<file path="src/rtl/keypad_matrix_scanner.sv">
// NROWxNCOL matrix keypad scanner with per-key debounce,
// a first-word-fall-through press/release event FIFO, overflow flag and IRQ.
module keypad_matrix_scanner #(
    parameter int NROW       = 4,
    parameter int NCOL       = 4,
    parameter int SCAN_DIV   = 50000,
    parameter int DEBOUNCE   = 4,
    parameter int FIFO_DEPTH = 8
) (
    input  logic                          iCLK,
    input  logic                          iRST,
    input  logic [NROW-1:0]               iROW,
    output logic [NCOL-1:0]               oCOL,
    output logic [NROW*NCOL-1:0]          oKEYST,
    output logic [8:0]                    oEVT_DATA,
    output logic                          oEVT_VALID,
    input  logic                          iEVT_READY,
    output logic [$clog2(FIFO_DEPTH):0]   oEVT_COUNT,
    output logic                          oOVF,
    input  logic                          iOVF_CLR,
    input  logic                          iIRQ_EN,
    output logic                          oIRQ
);

    localparam int NK       = NROW * NCOL;
    localparam int KW       = (NK > 1) ? $clog2(NK) : 1;
    localparam int RW       = (NROW > 1) ? $clog2(NROW) : 1;
    localparam int CW       = (NCOL > 1) ? $clog2(NCOL) : 1;
    localparam int DW       = $clog2(SCAN_DIV);
    localparam int AW       = $clog2(FIFO_DEPTH);
    localparam int DRV_LAST = (SCAN_DIV > NROW + 2) ? SCAN_DIV - NROW - 3 : 0;

    typedef enum logic [1:0] {DRIVE, SAMPLE, EMIT, NEXT} state_t;

    state_t          state;
    state_t          state_nxt;
    logic            run;
    logic [DW-1:0]   div;
    logic [CW-1:0]   col;
    logic [CW-1:0]   col_nxt;
    logic [RW-1:0]   row;
    logic [NROW-1:0] raw;
    logic [3:0]      cnt [NK];
    logic            do_sample;
    logic            do_emit;
    logic            do_next;

    logic [KW-1:0]   kidx;
    logic            raw_bit;
    logic            st_bit;
    logic            hit;
    logic            push;
    logic [8:0]      evt;

    logic [8:0]      mem [FIFO_DEPTH];
    logic [AW-1:0]   wp;
    logic [AW-1:0]   rp;
    logic            pop;
    logic            full;
    logic            accept;
    logic            drop;

    // run holds the FSM for the reset-exit cycle so column 0 gets a full period
    always_ff @(posedge iCLK) begin
        if (iRST)
            state <= DRIVE;
        else if (run)
            state <= state_nxt;
    end

    always_comb begin
        state_nxt = state;
        unique case (state)
            DRIVE:  if (div == DW'(DRV_LAST)) state_nxt = SAMPLE;
            SAMPLE: state_nxt = EMIT;
            EMIT:   if (row == RW'(NROW - 1)) state_nxt = NEXT;
            NEXT:   state_nxt = DRIVE;
            default: state_nxt = DRIVE;
        endcase
    end

    always_comb begin
        do_sample = run && (state == SAMPLE);
        do_emit   = run && (state == EMIT);
        do_next   = run && (state == NEXT);
    end

    always_comb begin
        col_nxt = col;
        if (do_next)
            col_nxt = (col == CW'(NCOL - 1)) ? '0 : col + 1'b1;
    end

    always_ff @(posedge iCLK) begin
        if (iRST) begin
            run  <= 1'b0;
            div  <= '0;
            col  <= '0;
            row  <= '0;
            raw  <= '0;
            oCOL <= '1;
        end else begin
            run  <= 1'b1;
            col  <= col_nxt;
            oCOL <= ~(NCOL'(1) << col_nxt);
            if (do_next)
                div <= '0;
            else if (run)
                div <= div + 1'b1;
            if (do_sample) begin
                raw <= ~iROW;
                row <= '0;
            end else if (do_emit) begin
                row <= (row == RW'(NROW - 1)) ? '0 : row + 1'b1;
            end
        end
    end

    always_comb begin
        kidx    = KW'(int'(row) * NCOL + int'(col));
        raw_bit = raw[row];
        st_bit  = oKEYST[kidx];
        hit     = ({1'b0, cnt[kidx]} + 5'd1) >= 5'(DEBOUNCE);
        push    = do_emit && (raw_bit != st_bit) && hit;
        evt     = {raw_bit, 8'(kidx)};
    end

    always_ff @(posedge iCLK) begin
        if (iRST) begin
            for (int k = 0; k < NK; k++)
                cnt[k] <= '0;
            oKEYST <= '0;
        end else if (do_emit) begin
            if (raw_bit == st_bit) begin
                cnt[kidx] <= '0;
            end else if (!hit) begin
                cnt[kidx] <= cnt[kidx] + 1'b1;
            end else begin
                oKEYST[kidx] <= raw_bit;
                cnt[kidx]    <= '0;
            end
        end
    end

    // a full FIFO only takes a new event when the head leaves in the same cycle
    always_comb begin
        pop    = oEVT_VALID && iEVT_READY;
        full   = oEVT_COUNT == (AW + 1)'(FIFO_DEPTH);
        accept = push && (!full || pop);
        drop   = push && full && !pop;
    end

    always_ff @(posedge iCLK) begin
        if (accept)
            mem[wp] <= evt;
    end

    always_ff @(posedge iCLK) begin
        if (iRST) begin
            wp         <= '0;
            rp         <= '0;
            oEVT_COUNT <= '0;
            oOVF       <= 1'b0;
        end else begin
            if (accept)
                wp <= wp + 1'b1;
            if (pop)
                rp <= rp + 1'b1;
            if (accept && !pop)
                oEVT_COUNT <= oEVT_COUNT + 1'b1;
            else if (pop && !accept)
                oEVT_COUNT <= oEVT_COUNT - 1'b1;
            if (drop)
                oOVF <= 1'b1;
            else if (iOVF_CLR)
                oOVF <= 1'b0;
        end
    end

    assign oEVT_VALID = oEVT_COUNT != '0;
    assign oEVT_DATA  = oEVT_VALID ? mem[rp] : '0;
    assign oIRQ       = iIRQ_EN && oEVT_VALID;

endmodule

</file>
<file path="config.mk">
export PLATFORM = sky130hd
export DESIGN_NAME = keypad_matrix_scanner
export DESIGN_NICKNAME = d
export VERILOG_FILES = /design/src/rtl/keypad_matrix_scanner.sv
export SDC_FILE = /design/constraint.sdc
export NUM_CORES = 1
export LEC_CHECK = 0
export CAP_MARGIN = 0
export CORE_UTILIZATION = 46
export CTS_CLUSTER_SIZE = 20
export DETAILED_ROUTE_END_ITERATION = 16
export MAX_ROUTING_LAYER = met4
export RECOVER_POWER = 25
export SETUP_SLACK_MARGIN = 0.1
export SLEW_MARGIN = 20
export SYNTH_ARGS = -nofsm -noshare
export SYNTH_HDL_FRONTEND = slang
export SYNTH_SLANG_ARGS = --single-unit
</file>
<file path="constraint.sdc">
create_clock -name iCLK -period 5.47 [get_ports iCLK]
set_input_delay 1.094 -clock iCLK [delete_from_list [all_inputs] [get_ports iCLK]]
set_output_delay 1.094 -clock iCLK [all_outputs]
set_load 0.05 [all_outputs]
</file>
* Word level (Yosys, flattened, before mapping)
Memories as Yosys holds them, arrays and structs flattened. A register that Yosys moved wholly into a read port is not among the register bits.
Index checks and enable logic that the tools add are counted.
** Storage, ports and cells
- Register bits after elaboration :: 58
- Memory bits (read-only) :: 0
- Output and inout port bits :: 36
- Memories kept :: 2
- Logic and storage cells :: 115
- Latch bits :: 0
- RAM bits :: 104
** Operators by class
- Shift operators :: 1
- $lt $le $gt $ge :: 4
- Reduce and logical (&&, ||, !) cells :: 26
- Mux-type cells :: 44
- Div/mod/pow operators :: 0
- $add $sub $neg :: 10
- Multipliers :: 0
- Bitwise gates (word level) :: 5
- Eq/ne operators :: 11
** Memories
- cnt :: depth 16, width 4, rd ports 1, clocked after Yosys merged registers in 0, wr ports 16, line 43 : logic [3:0] cnt [NK];
- mem :: depth 8, width 5, rd ports 1, clocked after Yosys merged registers in 1, wr ports 1, line 55 : logic [8:0] mem [FIFO_DEPTH];
** Operators with widths (number)
- $mux 1 :: 25
- $mux 4 :: 6
- $add 16x1->16 const B :: 1
- $bwmux 16 :: 1
- $eq 16x16->1 const B :: 1
- $logic_and 1x1->1 :: 13
- $mux 2 :: 5
- $mux 9 :: 1
- $add 4x1->4 const B :: 2
- $eq 2x2->1 const B :: 4
- $not 4->4 :: 2
- $pmux 2 s4 :: 1
- $add 3x1->3 const B :: 2
- $mux 3 :: 2
- $reduce_and 3->1 :: 2
- $add 4x1->5 const B :: 1
- $ge 5x3->1 const B :: 1
- $lt 4x5->1 const B :: 1
- $add 2x1->2 const B :: 2
- $add 4x2->4 :: 1
- $bmux 1 s4 :: 1
- $demux 1 s4 :: 1
- $eq 4x4->1 const B :: 1
- $ge 4x1->1 const B :: 1
- 18 further kinds :: 23

* Longest topological paths before layout
Gate-level depths: netlist of the first run.
An unclocked memory read counts as a cell.
- Depth in word-level cells :: 13
- Depth in mapped cells :: 18

* Least setup slack after synthesis of the first run
OpenSTA, ideal clock, no wires.
- Kind :: register -> register
- Start point :: register col[0]
- End point :: register oEVT_COUNT[3]
- Clock period less this slack :: 4080 ps
- Buffers on the path :: 4
- Setup time :: 70 ps
- Required time :: 5400 ps
- Data arrival time :: 4010 ps
- Stages on the path, launching flop included :: 19
- Setup slack :: 1390 ps
- Path through :: dfxtp_1 > buf_6 > buf_8 > buf_6 > mux4_2 > mux4_2 > ha_1 > a31o_1 > o22ai_2 > buf_6 > nor2_4 > ha_1 > inv_1 > ha_1 > a21o_1 > a21oi_1 > xnor2_1 > or3_1 > a21oi_1
** On the way
- Cells in the longest elaborated chain, start to end :: 10
** Ends and longest elaborated chain
- from (decl) :: line 39 : logic [CW-1:0] col;
- from (signal assigned) :: line 104 : col <= col_nxt;
- $add 4x2->4 (*) :: line 120 : kidx = KW'(int'(row) * NCOL + int'(col));
- parallel branches: the longest is 4 deep, another holds $add 4x1->5
- $logic_and 1x1->1 (*) :: line 124 : push = do_emit && (raw_bit != st_bit) && hit;
- $logic_and 1x1->1 (*) :: line 149 : accept = push && (!full || pop);
- via accept :: line 60 : logic accept;
- $logic_not 1->1 :: line 171 : else if (pop && !accept)
- $logic_and 1x1->1 :: line 171
- $reduce_bool 2->1 (no line)
- to (signal assigned) :: line 170 : oEVT_COUNT <= oEVT_COUNT + 1'b1;
- to (signal assigned) :: line 172 : oEVT_COUNT <= oEVT_COUNT - 1'b1;
- to (decl) :: line 18 : output logic [$clog2(FIFO_DEPTH):0] oEVT_COUNT,
Mark *: on every way through the listed nets, which the timed path passes. The select of a mux whose other input is x is not followed.
A chain may end at the register's enable or synchronous reset.

* Final worst setup path of the first run
- Start point :: register col[1]
- End point :: register oEVT_COUNT[3]
The elaborated chain is that of the path after synthesis.

==> results.sh, run 1 <==
export IMPL_worstHoldStart="rp[1]"
export IMPL_setup_violations=0
export IMPL_cts_root_to_sink_buffers=2
export IMPL_final_nets=681
export IMPL_place_detailed_hpwl_um=11500
export IMPL_synth_adder_area_share_pct=3.73
export IMPL_synth_simple_area_share_pct=14.8
export IMPL_timing_final_crit_period_ns=4.73
export IMPL_drtPass1Iterations=5
export IMPL_power_density_nw_per_um2=355
export IMPL_post_route_cells_drive_above_1_share_pct=14.0
export IMPL_endpoint_kind="flop"
export IMPL_critical_path_peak_fanout=25
export IMPL_synth_area_mux_share_pct=11.8
export IMPL_clock_sink_count=165
export IMPL_layout_filler_cells=1384
export IMPL_pin_count=45
export IMPL_synthXorXnorAreaFrac_pct=1.85
export IMPL_synth_seq_cells=165
export IMPL_drt_iter0_drc=356
export IMPL_diodes_inserted=0
export IMPL_route_antenna_remaining_nets=0
export IMPL_worstSetupPathType="reg -> reg"
export IMPL_drc=0
export IMPL_die_h_um=130
export IMPL_max_slew_headroom_pct=10.3
export IMPL_finClkSkew_ns=0.0122
export IMPL_synthesis_yosys_warnings=0
export IMPL_floorplan_initialDensity_pct=47.3
export IMPL_holdCritPathClass="reg -> reg"
export IMPL_hold_viol=0
export IMPL_place_port_buffers=40
export IMPL_numCtsBuffers=17
export IMPL_final_hold_worst_slack_ns=0.491
export IMPL_ir_drop_mv=0.216
export IMPL_synthesis_area_um2=7570
export IMPL_status="finished clean"
export IMPL_whs_endpoint="rp[1]"
export IMPL_first_global_vias=4617
export IMPL_postSynthAreaPerCell_um2=12.8
export IMPL_holdPathStages=2
export IMPL_dpl_cell_count=847
export IMPL_viasPerCell=5.49
export IMPL_worst_r2r_setup_slack_ns=0.74
export IMPL_grt_start_max_net_pins=38
export IMPL_postSynth_asyncResetShare_pct=0
export IMPL_number_of_synthesized_flops_with_an_enable_pin=104
export IMPL_rows=46
export IMPL_postSynth_topFlopCell="edfxtp_1"
export IMPL_hold_buffers=0
export IMPL_static_leakage_power_nw=2.99
export IMPL_cts_max_level=4
export IMPL_clk_pin_slew_worst_setup_hold_paths_ns=0.07
export IMPL_rsz_0062_raised_after_global_routing="false"
export IMPL_areaGrowthSynthToFinish_pct=15.2
export IMPL_worst_r2r_endpoint="oEVT_COUNT[3]"
export IMPL_r2r_worst_path_cells=14
export IMPL_global_route_usage_total_pct=22.0
export IMPL_cp_required_ns=5.83
export IMPL_routed_wirelength_um=16600
export IMPL_r2r_start="col[1]"
export IMPL_dr_total_vias=4830
export IMPL_cts_root_buffer_cell="clkbuf_16"
export IMPL_synth_seq_area_share_pct=57.4
export IMPL_cts_tree="built"
export IMPL_setup_worst_path_start_class="flop"
export IMPL_placeableCoreArea_um2=16000
export IMPL_worst_skew_pair_late_latency_ns=0.43
export IMPL_number_of_instances_in_the_synthesized_netlist=591
export IMPL_place_gp_congestion=0.852
export IMPL_ctsResizeCount=0
export IMPL_timing_fmax_mhz=212
export IMPL_routed_length_per_instance_um=18.9
export IMPL_max_cap_violations=0
export IMPL_tightest_slew_ns=1.35
export IMPL_number_of_antenna_violations_at_the_first_check_in_global_routing=0
export IMPL_grt_overflow_total=0
export IMPL_final_cells=879
export IMPL_synth_compound_area_share_pct=5.93
export IMPL_combinational_family_with_the_most_area_after_synthesis="simple AND/OR/NAND/NOR gates"
export IMPL_ys_types=59
export IMPL_number_of_post_cts_setup_repair_buffers=0
export IMPL_setup_tns_ns=0
export IMPL_grt_pass1_wl_um=26100
export IMPL_post_route_period_util_pct=86.4
export IMPL_fp_dieW_um=130
export IMPL_critPathArrivalTime_ns=5.09
export IMPL_die_area_um2=17000
export IMPL_drv_slew=0
==> logic make-up after synthesis <==
kind of cell / after synthesis
AND/OR/NAND/NOR: 207
flip-flops: 165
AO/OA/AOI/OAI: 69
buffers and inverters: 61
multiplexers: 50
adder cells (fa/ha/maj): 22
XOR/XNOR: 16
other: 1
==> final cells by class <==
class / count / area, µm² / area share, %
flip-flops and latches: 165 / 4340 / 49.8
multi-input cells: 400 / 3020 / 34.6
clock buffers: 22 / 495 / 5.68
repair buffers: 46 / 438 / 5.02
well taps: 216 / 270 / 3.10
clock inverters: 10 / 82.6 / 0.947
inverters: 20 / 75.1 / 0.861
==> worst max-delay path by stage <==
stage	from	end	slack, ns	depth (start not counted)
floorplan	col[0]	oEVT_COUNT[3]	1.39	18
global placement	col[0]	oEVT_COUNT[3]	1.32	13
detailed placement	col[0]	oEVT_COUNT[3]	1.16	13
CTS	col[0]	oEVT_COUNT[3]	1.16	13
global route	col[1]	oEVT_COUNT[3]	0.44	14
finish	col[1]	oEVT_COUNT[3]	0.74	14
==> power by group <==
part / switching (W) / internal (W)
Clock: 0.000498 / 0.000655
Sequential: 0.0000559 / 0.00136
Combinational: 0.000317 / 0.000204
==> metal layers <==
layer  share of wire, %  vias to the layer above  wire, µm  global-route usage [%]
met2                 47                      154      7830                    33.6
met4                2.5                        0       414                    9.23
li1                   -                     2267         -                       -
met1                 45                     2383      7470                    28.6
met3                5.4                       26       899                    4.39
met5                  0                        -         0                       -
==> registers in the layout, summed over array words and instances, names as in the netlist, 4 cells and up, named ones only <==
| register | count |
|---|---|
| cnt | 64 |
| div | 16 |
| mem | 40 |
| oCOL | 4 |
| oEVT_COUNT | 4 |
| oKEYST | 16 |
| raw | 4 |
==> layout by cell type (no fill, tap or decap), drive strengths merged, types with 24 or more instances in the layout <==
master / netlist / final
o21ai: 26 / 26
nor3: 39 / 39
clkbuf: 15 / 24
nand2: 42 / 42
nor2: 56 / 56
dfxtp: 61 / 61
inv: 19 / 25
clkdlybuf4s50: 0 / 38
edfxtp: 104 / 104
nand3: 26 / 26
mux4: 29 / 29
conb: 1 / 36
==> stage by stage <==
| step | util [%] | worst slack, ns | cell area (µm²) | total power, W |
|---|---|---|---|---|
| after floorplan | - | 1.39 | 7700 | 0.00181 |
| after global routing | 54.5 | 0.441 | 8720 | 0.00321 |
| final | 54.5 | 0.742 | 8720 | 0.00309 |
| after detailed placement | 50.9 | 1.16 | 8150 | 0.00197 |
| after CTS | 54.6 | 1.16 | 8730 | 0.00312 |
| after global placement | 50.9 | 1.32 | 8150 | 0.00196 |
==> cell usage after synthesis, drive strengths merged (2+ instances only) <==
cell,count,area share (%)
edfxtp,104,41
dfxtp,61,16
nor2,56,3.0
nand2,42,2.1
nor3,39,3.0
mux4,29,8.8
buf,26,2.7
nand3,26,2.4
o21ai,26,1.7
ha,21,3.5
inv,19,0.94
a31o,17,2.0
clkbuf,15,0.79
a21oi,14,0.93
mux2i,12,1.6
xor2,12,1.4
mux2,9,1.3
or2,8,0.66
nand4,7,0.58
or3,7,0.58
a211oi,6,0.59
xnor2,4,0.46
and3,3,0.25
nand2b,3,0.25
nor2b,3,0.25
nor4,3,0.25
nor3b,2,0.26
nor4b,2,0.40
==> worst max-delay path: stages, from the launching register on <==
cell and delay, ns:
dfxtp_1 0.32, clkbuf_1 0.98, inv_2 0.31, mux4_1 0.63, mux4_2 0.56, o22ai_2 0.28, nor2_4 0.07, ha_1 0.22
inv_1 0.12, ha_1 0.25, a21o_1 0.18, a21oi_1 0.19, xnor2_1 0.11, or3_1 0.31, a21oi_1 0.14
Note: power is estimated with default switching activity, not from simulation.
==> run 2: changes to the inputs <==
Settings changed: CTS_CLUSTER_DIAMETER set to 60.
==> results of run 2 <==
Same layout as run 1: the final DEF is identical, and so are final timing and power.
